--- src/rtl/switch_debouncer.sv ---
// Purpose : per-channel 2-flop synchronizer plus stable-interval debounce for DIP-switch pins.
// Latency : raw level captured at edge 0, s_db follows at edge STABLE_CYCLES+1 (STABLE_CYCLES+2 edges total).
// Backpr. : none; outputs are free-running levels and one-cycle strobes, nothing stalls upstream.
//
// Ports:
//   clk     in   1     system clock (48 MHz HSOSC domain)
//   reset   in   1     asynchronous active-high reset; deassertion must already be synchronous to clk
//   s_raw   in   N_SW  raw switch levels, asynchronous to clk
//   s_db    out  N_SW  debounced, registered switch levels
//   s_rise  out  N_SW  one-cycle strobe when s_db[i] goes 0->1
//   s_fall  out  N_SW  one-cycle strobe when s_db[i] goes 1->0
//
// Build option: define SWITCH_DEBOUNCER_EDGE_EN to get the rise/fall strobes. Without it the
// strobe outputs are tied to 0 and no edge registers exist; the port list is identical either way.

module switch_debouncer #(
    parameter int N_SW          = 4,
    parameter int STABLE_CYCLES = 240000
) (
    input  logic            clk,
    input  logic            reset,
    input  logic [N_SW-1:0] s_raw,
    output logic [N_SW-1:0] s_db,
    output logic [N_SW-1:0] s_rise,
    output logic [N_SW-1:0] s_fall
);

    // Counter width is derived from the threshold and is not meant to be overridden.
    localparam int              CNT_W    = $clog2(STABLE_CYCLES + 1);
    localparam logic [CNT_W-1:0] CNT_LAST = CNT_W'(STABLE_CYCLES - 1);

    // ------------------------------------------------------------------
    // Synchronizer: two back-to-back flops, nothing in between, so the
    // first stage has a full cycle to resolve metastability.
    // ------------------------------------------------------------------
    logic [N_SW-1:0] sync1_q;
    logic [N_SW-1:0] sync2_q;

    always_ff @(posedge clk or posedge reset) begin
        if (reset) begin
            sync1_q <= '0;
            sync2_q <= '0;
        end else begin
            sync1_q <= s_raw;
            sync2_q <= sync1_q;
        end
    end

    // ------------------------------------------------------------------
    // Debounce: each channel counts consecutive cycles where the
    // synchronized level disagrees with the published level. Any
    // agreement clears the count, so a bounce restarts qualification
    // from zero. On the final qualifying cycle the output flips and the
    // count returns to zero in the same edge, so it never wraps.
    // ------------------------------------------------------------------
    logic [N_SW-1:0]  db_q;
    logic [N_SW-1:0]  db_d;
    logic [CNT_W-1:0] cnt_q [N_SW];
    logic [CNT_W-1:0] cnt_d [N_SW];

    always_comb begin
        db_d = db_q;
        for (int i = 0; i < N_SW; i++) begin
            cnt_d[i] = '0;
            if (sync2_q[i] != db_q[i]) begin
                // >= rather than == keeps the count bounded even if the
                // register were ever upset past the threshold.
                if (cnt_q[i] >= CNT_LAST) begin
                    db_d[i] = sync2_q[i];
                end else begin
                    cnt_d[i] = cnt_q[i] + CNT_W'(1);
                end
            end
        end
    end

    always_ff @(posedge clk or posedge reset) begin
        if (reset) begin
            db_q <= '0;
            for (int i = 0; i < N_SW; i++) begin
                cnt_q[i] <= '0;
            end
        end else begin
            db_q <= db_d;
            for (int i = 0; i < N_SW; i++) begin
                cnt_q[i] <= cnt_d[i];
            end
        end
    end

    assign s_db = db_q;

    // ------------------------------------------------------------------
    // Edge strobes: computed from db_d vs db_q so they register on the
    // same edge the level changes. A channel can only flip one way per
    // edge, so rise and fall are mutually exclusive by construction.
    // ------------------------------------------------------------------
`ifdef SWITCH_DEBOUNCER_EDGE_EN
    logic [N_SW-1:0] rise_q;
    logic [N_SW-1:0] fall_q;

    always_ff @(posedge clk or posedge reset) begin
        if (reset) begin
            rise_q <= '0;
            fall_q <= '0;
        end else begin
            rise_q <= db_d & ~db_q;
            fall_q <= ~db_d & db_q;
        end
    end

    assign s_rise = rise_q;
    assign s_fall = fall_q;
`else
    assign s_rise = '0;
    assign s_fall = '0;
`endif

endmodule
--- config.mk ---
export PLATFORM = sky130hd
export DESIGN_NAME = switch_debouncer
export DESIGN_NICKNAME = d
export VERILOG_FILES = /design/src/rtl/switch_debouncer.sv
export SDC_FILE = /design/constraint.sdc
export NUM_CORES = 1
export LEC_CHECK = 0
export CAP_MARGIN = 5
export CORE_MARGIN = 2
export CORE_UTILIZATION = 30
export DETAILED_ROUTE_END_ITERATION = 8
export HOLD_SLACK_MARGIN = 0.12
export PLACE_DENSITY_LB_ADDON = 0.1
export SETUP_SLACK_MARGIN = 0.5
export SYNTH_ARGS = -nofsm -noshare
export SYNTH_HDL_FRONTEND = slang
export SYNTH_SLANG_ARGS = --single-unit
--- constraint.sdc ---
create_clock -name clk -period 3.1 [get_ports clk]
set_clock_uncertainty 0.15 [all_clocks]
set_input_delay 0.62 -clock clk [delete_from_list [all_inputs] [get_ports clk]]
set_output_delay 0.62 -clock clk [all_outputs]
set_load 0.01 [all_outputs]
Word-level counts from Yosys, hierarchy flattened
Index checks and enable logic that the tools add are counted.
{ "word_totals": {"register_bits": 84, "input_bits": 6, "output_inout_bits": 12, "elab_cells": 34} }
{ "op_classes": {"n_addsub": 4, "order_cmp": 4, "eq_ne": 4, "muxes": 8, "n_reduce_logical": 4} }
{ "op_table": {"columns": ["cell", "count"], "rows": [
  ["2-to-1 mux 18 bit", 8],
  ["adder 18 x 1 -> 18 bit (second input constant)", 4],
  ["greater-or-equal comparator 18 bit (second input constant)", 4],
  ["AND reduction 2 bit", 4],
  ["!= test 1 bit", 4]
]} }

Depth between registers and ports, before layout
{ "depth": {"word_depth": 3, "mapped_depth": 7, "depth_no_buf": 5} }

Least setup slack after synthesis
OpenSTA, ideal clock, no wires.
{ "synth_timing": {"path_type": "register -> register", "startpoint": "register cnt_q[0] in the netlist's numbering", "endpoint": "register cnt_q[10] in the netlist's numbering", "setup_time_ps": 94, "arrival_ps": 1843, "required_ps": 2856, "path_slack_ps": 1013, "path_stages_with_launch": 8, "path_buffers": 2, "period_less_slack_ps": 2087, "cell_sequence": "dfrtp_1 -> ha_1 -> and3_1 -> buf_2 -> a211oi_1 -> o21ai_1 -> buf_2 -> a211oi_1"} }
{ "synth_rtl": {"columns": ["item", "line", "text"], "rows": [
  ["from (decl)", "58", "logic [CNT_W-1:0] cnt_q [N_SW];"],
  ["from (signal, indexed assignment)", "86", "cnt_q[i] <= cnt_d[i];"]
]} }

Worst setup path after layout
{ "layout_timing": {"startpoint": "register cnt_q[54] in the netlist's numbering", "endpoint": "register db_q[0] (netlist: s_db[0])"} }
{ "layout_via": {"elab_chain_cells": 2} }
{ "layout_lines": {"columns": ["item", "line", "text"], "rows": [
  ["greater-or-equal comparator 18 bit", "68", "if (cnt_q[i] >= CNT_LAST) begin"],
  ["AND reduction 2 bit (no line)", null, null],
  ["to (signal assigned)", "79", "db_q <= '0;"],
  ["to (signal assigned)", "84", "db_q <= db_d;"],
  ["to (decl)", "56", "logic [N_SW-1:0] db_q;"]
]} }
No other way between the ends.
A chain may end at the register's enable or synchronous reset.

==> flow_summary_export.csv <==
group,metric,value,unit
run_status,outcome,"complete, no violations",
worst_setup_path,endpoint_kind,"flop",
cells_and_area,area_delta_synth_final,13.8,%
drt,first_iter_violations,147,
global_route,grt_start_max_net_pins,37,
drt,drtAntennaViolNets,0,
logic_synthesis,ys_top_cells_by_area,"dfrtp_1 (49%), xor2_1 (5.5%), xnor2_1 (5.3%)",
clock_network,cts_buffers,9,
floorplan,row_count,43,
global_route,grt_pass1_wl,15700,um
drt,drcViolationCount,0,
cells_and_area,drive_gt1_frac,0.105,
placement,place_hpwl,5990,um
global_route,grt_pass1_vias,3190,
floorplan,die-area,15400,um^2
power_and_ir_drop,vdd_ir_drop_max,0.000188,V
cells_and_area,diodes,0,
sta,slew_viol_final,0,
worst_setup_path,crit_fanout,12,
sta,slew_headroom,0.536,
clock_network,clock-sinks,84,
worst_setup_path,crit_chain,"ha_1 > nand2_1 > or4_4 > a21oi_4 > mux2_4",
logic_synthesis,ys_warn_count,0,
logic_synthesis,postSynthCellCount,417,
cells_and_area,utilization,0.352,
logic_synthesis,ys_ff_latch,84,
cells_and_area,fill_cells,1425,
cells_and_area,finalNetCount,444,
placement,dpl-instance-area,4650,um^2
placement,pre_cts_ws,0.811,ns
worst_setup_path,reg2reg_from,"cnt_q[54]",
cells_and_area,stdcell_count,619,
power_and_ir_drop,power,2.22,mW
drt,route.final.wire_length,8850,um
worst_setup_path,regToRegSetupSlack,0.83,ns
worst_setup_path,critical_path.max_stage_delay,0.50,ns
sta,hold_violations,0,
clock_network,post_cts_resized,0,
worst_setup_path,critPathArrivalTime,2.35,ns
logic_synthesis,seq_area_frac_synth,0.486,
floorplan,die_w,124,um
sta,rsz0062_at_grt,"false",
global_route,grt_usage,0.131,
logic_synthesis,synthArstFlopShare,1.00,
cells_and_area,final_area,4920,um^2
placement,gp_congestion,0.739,
logic_synthesis,yosysTopAreaCell,"dfrtp_1",
clock_network,cts_max_level,3,
sta,setup_violations,0,
drt,vias_per_cell,5.11,
worst_setup_path,worst_setup_path_start_kind,"flop",
worst_setup_path,rr_worst_depth,5,
logic_synthesis,ys.flop_type,"dfrtp_1",
worst_setup_path,r2r_end,"s_db[0]",
global_route,grt_overflow,0,
sta,post-route-period-util,0.732,
logic_synthesis,synth_enable_flop_cells,0,
drt,vias,3160,
clock_network,clk_path_buf_depth,2,
floorplan,die_y,124,um
logic_synthesis,yosysTopAreaCellShare,0.486,
sta,max_freq,441,MHz
worst_setup_path,cp-startpoint,"cnt_q[54]",
placement,place_inst,603,
clock_network,cts_tree,"done",
worst_setup_path,cp.required,3.18,ns
worst_setup_path,critPathKind,"flop to flop",
clock_network,clk_pin_slew_worst_paths,0.06,ns
sta,fin_crit,2.27,ns
clock_network,clock_latency,0.34,ns
power_and_ir_drop,power.density,452,nW/um^2
sta,layout_setup_ws,0.832,ns
clock_network,clock-root-buffer,"clkbuf_16",
logic_synthesis,syn-cell-area,4330,um^2
floorplan,start_util,0.309,
sta,finalSetupTns,0,ns
logic_synthesis,synth_cell_types,58,
sta,worstMarginPinSlew,0.690,ns
worst_setup_path,critPathSlowestCell,"or4_4",
hold_path,hold_path_class,"flop to flop",
floorplan,num_io_pins,18,
sta,holdWs,0.198,ns
placement,portBuffers,9,
drt,routedWlPerCell,14.3,um
clock_network,post_cts_buffers,0,
worst_setup_path,crit_path_end,"s_db[0]",
clock_network,cts_hold_buffers,0,
power_and_ir_drop,leakage,1.93,nW
drt,first_pass_iters,4,
floorplan,coreArea,14000,um^2
flow_run,cap_viol_max_count,0,
logic_synthesis,avgSynthCellArea,10.4,um^2
global_route,antenna_found_initial,0,
## state kept, by name (all words and copies together), names as in the netlist
signal / flops
cnt_q: 72
sync2_q: 4
sync1_q: 4
s_db: 4
## routing by layer
| metal | vias up | share of wire | track usage |
|---|---|---|---|
| met5 | - | 0 | 0 |
| met4 | 0 | 0.023 | 0.0653 |
| met3 | 14 | 0.020 | 0.0256 |
| met2 | 28 | 0.46 | 0.196 |
| met1 | 1546 | 0.50 | 0.182 |
| li1 | 1572 | - | - |
## placed cells by master, fill, tap and decap left out, types with 8 or more instances in the layout
master | synthesis | final
clkbuf_16 | 0 | 9
conb_1 | 1 | 8
o21ai_0 | 8 | 8
nand2_1 | 23 | 23
dfrtp_1 | 84 | 84
buf_4 | 8 | 13
and3_1 | 10 | 10
xor2_1 | 27 | 27
nand4_1 | 18 | 18
clkdlybuf4s50_1 | 0 | 9
xnor2_1 | 26 | 26
nor2_1 | 22 | 22
nor3_1 | 33 | 33
nand3_1 | 25 | 25
a211oi_1 | 20 | 20
## cell type report
type / instances / area (um^2) / area share
clock inverters: 4 / 25.0 / 0.00508
well taps: 180 / 225 / 0.0457
repair buffers: 23 / 208 / 0.0422
inverters: 7 / 30.0 / 0.00610
multi-input cells: 309 / 2090 / 0.424
clock buffers: 12 / 246 / 0.0501
flip-flops and latches: 84 / 2100 / 0.427
## cell families after synthesis
logic type	count (synthesis)	share of synthesized area
AO/OA/AOI/OAI	62	0.114
XOR/XNOR	53	0.107
adder cells (fa/ha/maj)	4	0.0116
buffers and inverters	31	0.0376
flip-flops	84	0.486
multiplexers	3	0.00867
other	1	0.000867
AND/OR/NAND/NOR	179	0.234
## cell usage after synthesis (10+ instances only)
cell type,n
a211oi_1,20
and3_1,10
dfrtp_1,84
nand2_1,23
nand3_1,25
nand4_1,18
nor2_1,22
nor3_1,33
xnor2_1,26
xor2_1,27
## where the power goes
group          total, mW  leakage [nW]  internal, mW  switching, mW
clock               1.01         0.129         0.563          0.444
sequential          1.13          1.15          1.11         0.0180
combinational     0.0853         0.656        0.0310         0.0543
## how the worst min path moves through the flow
stage / startpoint / to / slack [ns] / cells after the start
after floorplan: sync1_q[0] / sync2_q[0] / 0.18 / 0
after global placement: sync1_q[1] / sync2_q[1] / 0.18 / 0
after detailed placement: sync1_q[2] / sync2_q[2] / 0.19 / 0
after CTS: sync1_q[2] / sync2_q[2] / 0.20 / 0
after global routing: sync1_q[2] / sync2_q[2] / 0.21 / 0
final: sync1_q[2] / sync2_q[2] / 0.20 / 0
## critical path, delay by kind of cell (launching register included)
kind | cells | cell delay, ns
adder cells (fa/ha/maj) | 1 | 0.30
multiplexers | 1 | 0.34
AND/OR/NAND/NOR | 2 | 0.59
AO/OA/AOI/OAI | 1 | 0.36
flip-flops | 1 | 0.41
Note: power is estimated with default switching activity, not from simulation.
